File: src/rtl/megaram_mem_seq_pkg.sv
// ---------------------------------------------------------------------------
// megaram_pkg
// Shared definitions for the MegaRAM memory access sequencer:
//   seq_state_t          - sequencer state encoding
//   FLOAT_BYTE           - value returned on the bus when no data is available
//   DEFAULT_TIMEOUT_CYC  - default clk cycles to wait for mem_ack
//   ADDR_W               - mapper physical address width
// ---------------------------------------------------------------------------
`timescale 1ns/1ps

package megaram_pkg;

    localparam int         ADDR_W              = 23;
    localparam int         DEFAULT_TIMEOUT_CYC = 64;
    localparam logic [7:0] FLOAT_BYTE          = 8'hFF;

    typedef enum logic [1:0] {
        SEQ_IDLE     = 2'd0,
        SEQ_ISSUE    = 2'd1,
        SEQ_WAIT_ACK = 2'd2,
        SEQ_HOLD     = 2'd3
    } seq_state_t;

endpackage

File: src/rtl/megaram_mem_seq_if.sv
// ---------------------------------------------------------------------------
// megaram_mem_seq_if
// Request/acknowledge port between the sequencer and the memory controller.
//   mem_req   - request, held until the mem_ack cycle
//   mem_we    - write qualifier
//   mem_a     - physical address
//   mem_wdata - write data
//   mem_ack   - one-cycle completion pulse
//   mem_rdata - read data, valid with mem_ack
// master: the sequencer side. slave: the memory controller side.
// ---------------------------------------------------------------------------
`timescale 1ns/1ps

interface megaram_mem_seq_if;

    logic                            mem_req;
    logic                            mem_we;
    logic [megaram_pkg::ADDR_W-1:0]  mem_a;
    logic [7:0]                      mem_wdata;
    logic                            mem_ack;
    logic [7:0]                      mem_rdata;

    modport master (
        output mem_req,
        output mem_we,
        output mem_a,
        output mem_wdata,
        input  mem_ack,
        input  mem_rdata
    );

    modport slave (
        input  mem_req,
        input  mem_we,
        input  mem_a,
        input  mem_wdata,
        output mem_ack,
        output mem_rdata
    );

endinterface

File: src/rtl/megaram_mem_seq_sync.sv
// ---------------------------------------------------------------------------
// megaram_sync2
// Multi-stage flip-flop synchronizer for a single asynchronous bit.
//   clk       - destination clock
//   reset_n   - asynchronous active-low reset, loads RESET_VAL into all stages
//   d_i       - asynchronous input
//   q_o       - synchronized output (STAGES clk of latency)
// ---------------------------------------------------------------------------
`timescale 1ns/1ps

module megaram_sync2 #(
    parameter int   STAGES    = 2,
    parameter logic RESET_VAL = 1'b1
) (
    input  logic clk,
    input  logic reset_n,
    input  logic d_i,
    output logic q_o
);

    logic [STAGES-1:0] sync_q;

    always_ff @(posedge clk or negedge reset_n) begin
        if (!reset_n) begin
            sync_q <= {STAGES{RESET_VAL}};
        end else begin
            sync_q[0] <= d_i;
            for (int i = 1; i < STAGES; i++) begin
                sync_q[i] <= sync_q[i-1];
            end
        end
    end

    assign q_o = sync_q[STAGES-1];

endmodule

File: src/rtl/megaram_mem_seq.sv
// ---------------------------------------------------------------------------
// megaram_mem_seq
// Turns a cartridge-window Z80 bus cycle (qualified by the mapper) into one
// handshaked request on the external memory port, returns read data and
// holds the Z80 in WAIT until the data is valid.
//
// Parameters:
//   TIMEOUT_CYC  - WAIT_ACK cycles before an access is abandoned
//   SYNC_STAGES  - synchronizer depth for rd_n, wr_n and cart_ena
// Ports:
//   clk, reset_n          - system clock, async active-low reset
//   cart_ena, ram_ena     - mapper window hit / RAM mode
//   mem_addr, cdin        - mapped address and Z80 write data
//   rd_n, wr_n            - Z80 strobes (asynchronous)
//   cdout, cdout_oe       - read data and its drive enable
//   wait_n                - Z80 WAIT, active-low
//   timeout               - sticky timeout flag, cleared by reset only
//   mem                   - memory request port (megaram_mem_seq_if.master)
// Build option:
//   MEGARAM_SEQ_WRPOST_EN - write posting: writes never stall the Z80, and
//                           a start seen while a write is pending is queued.
// ---------------------------------------------------------------------------
`timescale 1ns/1ps

module megaram_mem_seq
    import megaram_pkg::*;
#(
    parameter int TIMEOUT_CYC = DEFAULT_TIMEOUT_CYC,
    parameter int SYNC_STAGES = 2
) (
    input  logic              clk,
    input  logic              reset_n,
    input  logic              cart_ena,
    input  logic              ram_ena,
    input  logic [ADDR_W-1:0] mem_addr,
    input  logic              rd_n,
    input  logic              wr_n,
    input  logic [7:0]        cdin,
    output logic [7:0]        cdout,
    output logic              cdout_oe,
    output logic              wait_n,
    output logic              timeout,
    megaram_mem_seq_if.master mem
);

    localparam logic [1:0] ST_IDLE     = 2'(SEQ_IDLE);
    localparam logic [1:0] ST_ISSUE    = 2'(SEQ_ISSUE);
    localparam logic [1:0] ST_WAIT_ACK = 2'(SEQ_WAIT_ACK);
    localparam logic [1:0] ST_HOLD     = 2'(SEQ_HOLD);

    localparam int             CNT_W    = $clog2(TIMEOUT_CYC) + 1;
    localparam logic [CNT_W-1:0] CNT_LAST = CNT_W'(TIMEOUT_CYC - 1);

    logic rdSync, wrSync, cartSync;

    logic [1:0]        state_q,     state_d;
    logic              memReq_q,    memReq_d;
    logic              memWe_q,     memWe_d;
    logic [ADDR_W-1:0] memA_q,      memA_d;
    logic [7:0]        memWdata_q,  memWdata_d;
    logic [7:0]        cdout_q,     cdout_d;
    logic              cdoutOe_q,   cdoutOe_d;
    logic              waitN_q,     waitN_d;
    logic              timeout_q,   timeout_d;
    logic [CNT_W-1:0]  cnt_q,       cnt_d;
    logic              isRead_q,    isRead_d;
    logic              rdPrev_q,    rdPrev_d;
    logic              wrPrev_q,    wrPrev_d;
`ifdef MEGARAM_SEQ_WRPOST_EN
    logic              pend_q,      pend_d;
    logic              pendRead_q,  pendRead_d;
    logic [ADDR_W-1:0] pendA_q,     pendA_d;
    logic [7:0]        pendWdata_q, pendWdata_d;
`endif

    logic rdFall, wrFall, startRead, startAccept, strobesHigh;
    logic startWaitN;

    megaram_sync2 #(.STAGES(SYNC_STAGES), .RESET_VAL(1'b1)) rdSyncInst (
        .clk     (clk),
        .reset_n (reset_n),
        .d_i     (rd_n),
        .q_o     (rdSync)
    );

    megaram_sync2 #(.STAGES(SYNC_STAGES), .RESET_VAL(1'b1)) wrSyncInst (
        .clk     (clk),
        .reset_n (reset_n),
        .d_i     (wr_n),
        .q_o     (wrSync)
    );

    megaram_sync2 #(.STAGES(SYNC_STAGES), .RESET_VAL(1'b0)) cartSyncInst (
        .clk     (clk),
        .reset_n (reset_n),
        .d_i     (cart_ena),
        .q_o     (cartSync)
    );

    // A read wins whenever rd_n is low, so rd_n and wr_n low together is a
    // read. ROM-mode writes belong to the mapper's bank registers and are
    // never accepted here.
    assign rdFall      = rdPrev_q & ~rdSync;
    assign wrFall      = wrPrev_q & ~wrSync;
    assign startRead   = ~rdSync;
    assign startAccept = cartSync & (rdFall | wrFall) & (startRead | ram_ena);
    assign strobesHigh = rdSync & wrSync;

`ifdef MEGARAM_SEQ_WRPOST_EN
    assign startWaitN = ~startRead;
`else
    assign startWaitN = 1'b0;
`endif

    // The timeout counter only advances in WAIT_ACK; an ack on the same
    // cycle the last count is seen takes priority over the timeout.
    always_comb begin
        state_d    = state_q;
        memReq_d   = memReq_q;
        memWe_d    = memWe_q;
        memA_d     = memA_q;
        memWdata_d = memWdata_q;
        cdout_d    = cdout_q;
        cdoutOe_d  = cdoutOe_q;
        waitN_d    = waitN_q;
        timeout_d  = timeout_q;
        cnt_d      = cnt_q;
        isRead_d   = isRead_q;
        rdPrev_d   = rdSync;
        wrPrev_d   = wrSync;
`ifdef MEGARAM_SEQ_WRPOST_EN
        pend_d      = pend_q;
        pendRead_d  = pendRead_q;
        pendA_d     = pendA_q;
        pendWdata_d = pendWdata_q;
`endif

        case (state_q)
            ST_IDLE: begin
`ifdef MEGARAM_SEQ_WRPOST_EN
                if (pend_q) begin
                    state_d    = ST_ISSUE;
                    memReq_d   = 1'b1;
                    memWe_d    = ~pendRead_q;
                    memA_d     = pendA_q;
                    memWdata_d = pendWdata_q;
                    isRead_d   = pendRead_q;
                    waitN_d    = ~pendRead_q;
                    cdoutOe_d  = 1'b0;
                    cnt_d      = '0;
                    pend_d     = 1'b0;
                end else
`endif
                if (startAccept) begin
                    state_d    = ST_ISSUE;
                    memReq_d   = 1'b1;
                    memWe_d    = ~startRead;
                    memA_d     = mem_addr;
                    memWdata_d = cdin;
                    isRead_d   = startRead;
                    waitN_d    = startWaitN;
                    cdoutOe_d  = 1'b0;
                    cnt_d      = '0;
                end
            end

            ST_ISSUE, ST_WAIT_ACK: begin
                if (mem.mem_ack) begin
                    memReq_d = 1'b0;
                    waitN_d  = 1'b1;
                    // Data for a read whose strobe already rose is dropped.
                    if (isRead_q && !rdSync) begin
                        cdout_d   = mem.mem_rdata;
                        cdoutOe_d = 1'b1;
                    end
                    state_d = ST_HOLD;
`ifdef MEGARAM_SEQ_WRPOST_EN
                    if (!isRead_q) begin
                        state_d = ST_IDLE;
                    end
`endif
                end else if ((state_q == ST_WAIT_ACK) && (cnt_q == CNT_LAST)) begin
                    memReq_d  = 1'b0;
                    waitN_d   = 1'b1;
                    timeout_d = 1'b1;
                    if (isRead_q) begin
                        cdout_d   = FLOAT_BYTE;
                        cdoutOe_d = 1'b1;
                    end
                    state_d = ST_HOLD;
`ifdef MEGARAM_SEQ_WRPOST_EN
                    if (!isRead_q) begin
                        state_d = ST_IDLE;
                    end
`endif
                end else if (state_q == ST_ISSUE) begin
                    state_d = ST_WAIT_ACK;
                end else begin
                    cnt_d = cnt_q + CNT_W'(1);
                end
`ifdef MEGARAM_SEQ_WRPOST_EN
                // A new cycle arriving behind a posted write is queued and
                // launched from IDLE once the write has finished; a queued
                // read stalls the Z80 from the moment it is seen.
                if (!isRead_q && !pend_q && startAccept) begin
                    pend_d      = 1'b1;
                    pendRead_d  = startRead;
                    pendA_d     = mem_addr;
                    pendWdata_d = cdin;
                    if (startRead) begin
                        waitN_d = 1'b0;
                    end
                end
`endif
            end

            ST_HOLD: begin
                if (strobesHigh) begin
                    cdoutOe_d = 1'b0;
                    state_d   = ST_IDLE;
                end
            end

            default: begin
                state_d = ST_IDLE;
            end
        endcase
    end

    always_ff @(posedge clk or negedge reset_n) begin
        if (!reset_n) begin
            state_q     <= ST_IDLE;
            memReq_q    <= 1'b0;
            memWe_q     <= 1'b0;
            memA_q      <= '0;
            memWdata_q  <= '0;
            cdout_q     <= FLOAT_BYTE;
            cdoutOe_q   <= 1'b0;
            waitN_q     <= 1'b1;
            timeout_q   <= 1'b0;
            cnt_q       <= '0;
            isRead_q    <= 1'b0;
            rdPrev_q    <= 1'b1;
            wrPrev_q    <= 1'b1;
`ifdef MEGARAM_SEQ_WRPOST_EN
            pend_q      <= 1'b0;
            pendRead_q  <= 1'b0;
            pendA_q     <= '0;
            pendWdata_q <= '0;
`endif
        end else begin
            state_q     <= state_d;
            memReq_q    <= memReq_d;
            memWe_q     <= memWe_d;
            memA_q      <= memA_d;
            memWdata_q  <= memWdata_d;
            cdout_q     <= cdout_d;
            cdoutOe_q   <= cdoutOe_d;
            waitN_q     <= waitN_d;
            timeout_q   <= timeout_d;
            cnt_q       <= cnt_d;
            isRead_q    <= isRead_d;
            rdPrev_q    <= rdPrev_d;
            wrPrev_q    <= wrPrev_d;
`ifdef MEGARAM_SEQ_WRPOST_EN
            pend_q      <= pend_d;
            pendRead_q  <= pendRead_d;
            pendA_q     <= pendA_d;
            pendWdata_q <= pendWdata_d;
`endif
        end
    end

    assign mem.mem_req   = memReq_q;
    assign mem.mem_we    = memWe_q;
    assign mem.mem_a     = memA_q;
    assign mem.mem_wdata = memWdata_q;
    assign cdout         = cdout_q;
    assign cdout_oe      = cdoutOe_q;
    assign wait_n        = waitN_q;
    assign timeout       = timeout_q;

endmodule

File: src/flat_wrapper.sv
// flat-port wrapper written by rule: the top's interface ports become plain ports
module megaram_mem_seq_flat import megaram_pkg::*;
#(
    parameter int TIMEOUT_CYC = DEFAULT_TIMEOUT_CYC,
    parameter int SYNC_STAGES = 2
)
  (clk, reset_n, cart_ena, ram_ena, mem_addr, rd_n, wr_n, cdin, cdout, cdout_oe, wait_n, timeout, mem_mem_req, mem_mem_we, mem_mem_a, mem_mem_wdata, mem_mem_ack, mem_mem_rdata);
  megaram_mem_seq_if mem_i ();
  input  logic clk;
  input  logic reset_n;
  input  logic cart_ena;
  input  logic ram_ena;
  input  logic [ADDR_W-1:0] mem_addr;
  input  logic rd_n;
  input  logic wr_n;
  input  logic [7:0] cdin;
  output logic [7:0] cdout;
  output logic cdout_oe;
  output logic wait_n;
  output logic timeout;
  output wire logic [$bits(mem_i.mem_req)-1:0] mem_mem_req;
  output wire logic [$bits(mem_i.mem_we)-1:0] mem_mem_we;
  output wire logic [$bits(mem_i.mem_a)-1:0] mem_mem_a;
  output wire logic [$bits(mem_i.mem_wdata)-1:0] mem_mem_wdata;
  input wire logic [$bits(mem_i.mem_ack)-1:0] mem_mem_ack;
  input wire logic [$bits(mem_i.mem_rdata)-1:0] mem_mem_rdata;
  assign mem_mem_req = mem_i.mem_req;
  assign mem_mem_we = mem_i.mem_we;
  assign mem_mem_a = mem_i.mem_a;
  assign mem_mem_wdata = mem_i.mem_wdata;
  assign mem_i.mem_ack = mem_mem_ack;
  assign mem_i.mem_rdata = mem_mem_rdata;
  megaram_mem_seq #(.TIMEOUT_CYC(TIMEOUT_CYC), .SYNC_STAGES(SYNC_STAGES)) u_core (.clk(clk), .reset_n(reset_n), .cart_ena(cart_ena), .ram_ena(ram_ena), .mem_addr(mem_addr), .rd_n(rd_n), .wr_n(wr_n), .cdin(cdin), .cdout(cdout), .cdout_oe(cdout_oe), .wait_n(wait_n), .timeout(timeout), .mem(mem_i));
endmodule
File: config.mk
export PLATFORM = sky130hd
export DESIGN_NAME = megaram_mem_seq_flat
export DESIGN_NICKNAME = d
export VERILOG_FILES = /design/src/rtl/megaram_mem_seq_pkg.sv /design/src/rtl/megaram_mem_seq_if.sv /design/src/rtl/megaram_mem_seq_sync.sv /design/src/rtl/megaram_mem_seq.sv /design/src/flat_wrapper.sv
export SDC_FILE = /design/constraint.sdc
export NUM_CORES = 1
export LEC_CHECK = 0
export ABC_AREA = 1
export ABC_CLOCK_PERIOD_IN_PS = 1900
export BUFFER_PORTS_ARGS = -buffer_cell sky130_fd_sc_hd__buf_2
export CORE_ASPECT_RATIO = 0.9
export CORE_UTILIZATION = 50
export CTS_CLUSTER_SIZE = 10
export DETAILED_ROUTE_END_ITERATION = 8
export GPL_TIMING_DRIVEN = 0
export PLACE_DENSITY = 0.79
export SYNTH_ARGS = -nofsm -noshare
export SYNTH_HDL_FRONTEND = slang
export SYNTH_SLANG_ARGS = --single-unit
File: constraint.sdc
create_clock -name clk -period 1.9 [get_ports clk]
set_input_delay 0.285 -clock clk [delete_from_list [all_inputs] [get_ports clk]]
set_output_delay 0.285 -clock clk [all_outputs]
set_load 0.005 [all_outputs]
==> impl_metrics.ini <==
[sta]
timing.final.crit_period_ns = 1.79
hold_viol_final = 0
slew_headroom_pct = 50.1
setup-violations-final = 0
final_max_slew_viol_count = 0
setup_ws_ns = 0.105
period_share_pct = 94.5
max_freq_ghz = 0.557
clock_skew_ns = 0.00676
tightestPinTransition_ns = 0.749

[yosys]
synth_warnings = 0
synth_fp_nets = 359
async_flop_share_pct = 100
synth_cells = 307
yosys-top-cells-count = nand2_1 (149), dfrtp_1 (47), nand3_1 (18), inv_1 (16), dfstp_2 (15)
avgSynthCellArea_um2 = 8.90
ys.flop_type = dfrtp_1
post_synth_num_cell_types = 27
synth_seq_cells = 62
netlist.top_cell.by_area = dfrtp_1
synth.top_cells.by_area = dfrtp_1 (43%), nand2_1 (20%), dfstp_2 (14%), nand3_1 (3.3%), ha_1 (2.7%)
synth-edff-count = 0
ys_seq_area_share_pct = 57.5
yosys.area.top_type_share_pct = 43.1
synth_area_um2 = 2730
yosysMostFrequentCell = nand2_1

[worst_setup_path]
endpoint_kind = flip-flop
r2r-start = u_core.state_q[0]$_DFFE_PN0P_
regToRegSetupSlack_ns = 0.11
cp.arrival_ns = 2.02
worstPathCellList = inv_2, ha_1, buf_4, nand2_4, nand2_1, nor2_2, nand3_4, buf_8, nand2_1, o21ai_2
r2r_cells = 10
cp.required_ns = 2.12
max_stage_delay_ns = 0.42
path_buf_inv = 3
cp-start-kind = flip-flop
worst-setup-path-type = reg -> reg
cp_top_family = simple AND/OR/NAND/NOR gates
crit_slowest_cell = dfrtp_1
crit_path_frequent_cell = nand2_1
r2r-end = u_core.cnt_q[2]$_DFFE_PN0P_
crit_fanout = 10

[detailed_routing]
drc = 0
antenna_left = 0
drt_iter0_drc = 108
routed_wl_mm = 5.52
first_pass_iters = 4
vias = 2292
wire_per_inst_um = 11.5
avgViaCountPerCell = 4.78

[power]
max-vdd-ir-drop_mv = 0.914
powerDensity_nw_per_um2 = 1540
p_leak_nw = 1.91

[final_layout]
area.growth.synth_to_final_pct = 25.8
diodes = 0
drive_gt1_share_pct = 37.4
fin_util_pct = 65.4
nNetsFinal = 459
fillers = 448
design_area_um2 = 3440

[global_route]
grt_max_degree = 63
grt_pass1_wl_mm = 9.14
antenna_found_initial = 0
grt_usage_pct = 21.1
grt_pass1_vias = 2070
overflow = 0

[clocking]
cts_max_level = 3
cts_root_buffer = clkbuf_8
path_clk_slew_ns = 0.06
cts.repair.resized = 0
clockBufferDepth = 2
clk_latency_ns = 0.34
hold_buffers = 0
cts_buffers = 9
cts_sinks = 62
post_cts_buffers = 0
tritoncts = yes

[flow_run]
max_cap_violations = 0

[floorplan]
die-width_um = 79.9
ios = 90
core_um2 = 5260
die_area_um2 = 5760
fp.dieH_um = 72.1
rows = 25
start_util_pct = 52.0

[place]
place_ws_ns = 0.0875
dpl_cell_area_um2 = 3260
port_buffers = 89
gp_congestion = 0.795
dp_hpwl_mm = 3.96

[worst_hold_path]
hold_class = in -> async

[status]
outcome = complete, no violations
-- registers in the layout, indices dropped and copies added (netlist names) --
register	cells
u_core.isRead_q	1
u_core.cartSyncInst.sync_q	2
u_core.wrSyncInst.sync_q	2
u_core.rdPrev_q	1
u_core.mem.mem_we	1
u_core.mem.mem_a	23
u_core.timeout	1
u_core.state_q	2
u_core.wrPrev_q	1
u_core.mem.mem_req	1
u_core.wait_n	1
u_core.mem.mem_wdata	8
u_core.rdSyncInst.sync_q	2
u_core.cdout	8
u_core.cdout_oe	1
u_core.cnt_q	7
-- layout make-up --
cell class | count | area (um^2) | area share (%)
Inverter | 19 | 71.3 | 2.08
Multi-Input combinational cell | 218 | 1040 | 30.3
Clock inverter | 4 | 22.5 | 0.655
Buffer | 8 | 52.6 | 1.53
Sequential cell | 62 | 1570 | 45.7
Clock buffer | 12 | 145 | 4.22
Timing Repair Buffer | 89 | 448 | 13.0
Tap cell | 67 | 83.8 | 2.44
-- cells by family (layout without fill, tap and decap cells) --
group	Yosys count	count (layout)	synth area share, %
AND/OR/NAND/NOR	194	194	31.1
flip-flops	62	62	57.5
AO/OA/AOI/OAI	18	18	4.12
buffers and inverters	27	132	4.54
adder cells (fa/ha/maj)	6	6	2.75
-- layout by cell type (no fill, tap or decap), types with 2 or more instances in the layout --
master    netlist  routed
nor2_4          2       2
inv_2           2       3
clkinv_2        0       3
dfrtp_1        47      47
a21oi_1         5       5
nor2_1          6       4
or2_2           9       9
o21ai_0         2       2
o21ai_1         4       4
buf_2           6      94
nand2_2         3       3
nor2_2          0       2
clkbuf_8        0      10
nand3_4         2       2
o21ai_2         3       3
ha_1            6       6
dfstp_2        15      15
nand4_1         2       2
buf_4           1       2
inv_1          16      15
nand2_4         2       2
nand3_1        18      18
nand2_1       149     149
clkbuf_1        0       2
-- power by group --
| part | internal, W | switching, W |
|---|---|---|
| registers | 0.00192 | 0.000292 |
| clock network | 0.000502 | 0.000482 |
| logic | 0.000897 | 0.00122 |
-- worst register-to-register path, stage by stage (launching register included) --
cell,delay [ns]
dfrtp_1,0.42
inv_2,0.07
ha_1,0.29
buf_4,0.18
nand2_4,0.08
nand2_1,0.07
nor2_2,0.17
nand3_4,0.13
buf_8,0.16
nand2_1,0.07
o21ai_2,0.05
-- metrics by stage --
step | std cells | hold slack [ns] | TNS, ns | power [W]
6_report | 479 | 0.00181 | 0 | 0.00531
5_1_grt | 479 | 0.0314 | -0.000176 | 0.00574
4_1_cts | 479 | 0.0354 | 0 | 0.00534
3_5_place_dp | 463 | 0.342 | 0 | 0.00434
3_3_place_gp | 463 | 0.331 | 0 | 0.00424
2_1_floorplan | 307 | -0.0106 | 0 | 0.00351
-- worst max-delay path by stage --
| stage | start | endpoint | slack [ns] | cells after the start |
|---|---|---|---|---|
| 6_report | u_core.state_q[0]$_DFFE_PN0P_ | u_core.cnt_q[2]$_DFFE_PN0P_ | 0.11 | 10 |
| 4_1_cts | u_core.state_q[0]$_DFFE_PN0P_ | u_core.cnt_q[2]$_DFFE_PN0P_ | 0.04 | 10 |
| 3_5_place_dp | u_core.state_q[0]$_DFFE_PN0P_ | u_core.cnt_q[2]$_DFFE_PN0P_ | 0.09 | 10 |
| 5_1_grt | u_core.state_q[0]$_DFFE_PN0P_ | u_core.cnt_q[2]$_DFFE_PN0P_ | -0.0002 | 10 |
| 3_3_place_gp | u_core.state_q[0]$_DFFE_PN0P_ | u_core.cnt_q[2]$_DFFE_PN0P_ | 0.15 | 10 |
| 2_1_floorplan | u_core.state_q[0]$_DFFE_PN0P_ | u_core.cnt_q[2]$_DFFE_PN0P_ | 0.25 | 10 |
-- per-layer routing --
layer	track usage, %	wire, um	up-vias
li1	-	-	1155
met1	26.6	2520	1059
met2	33.6	2590	71
met3	7.92	353	7
met4	7.74	60	0
met5	0	0	-
(Power assumes the default switching activity.)
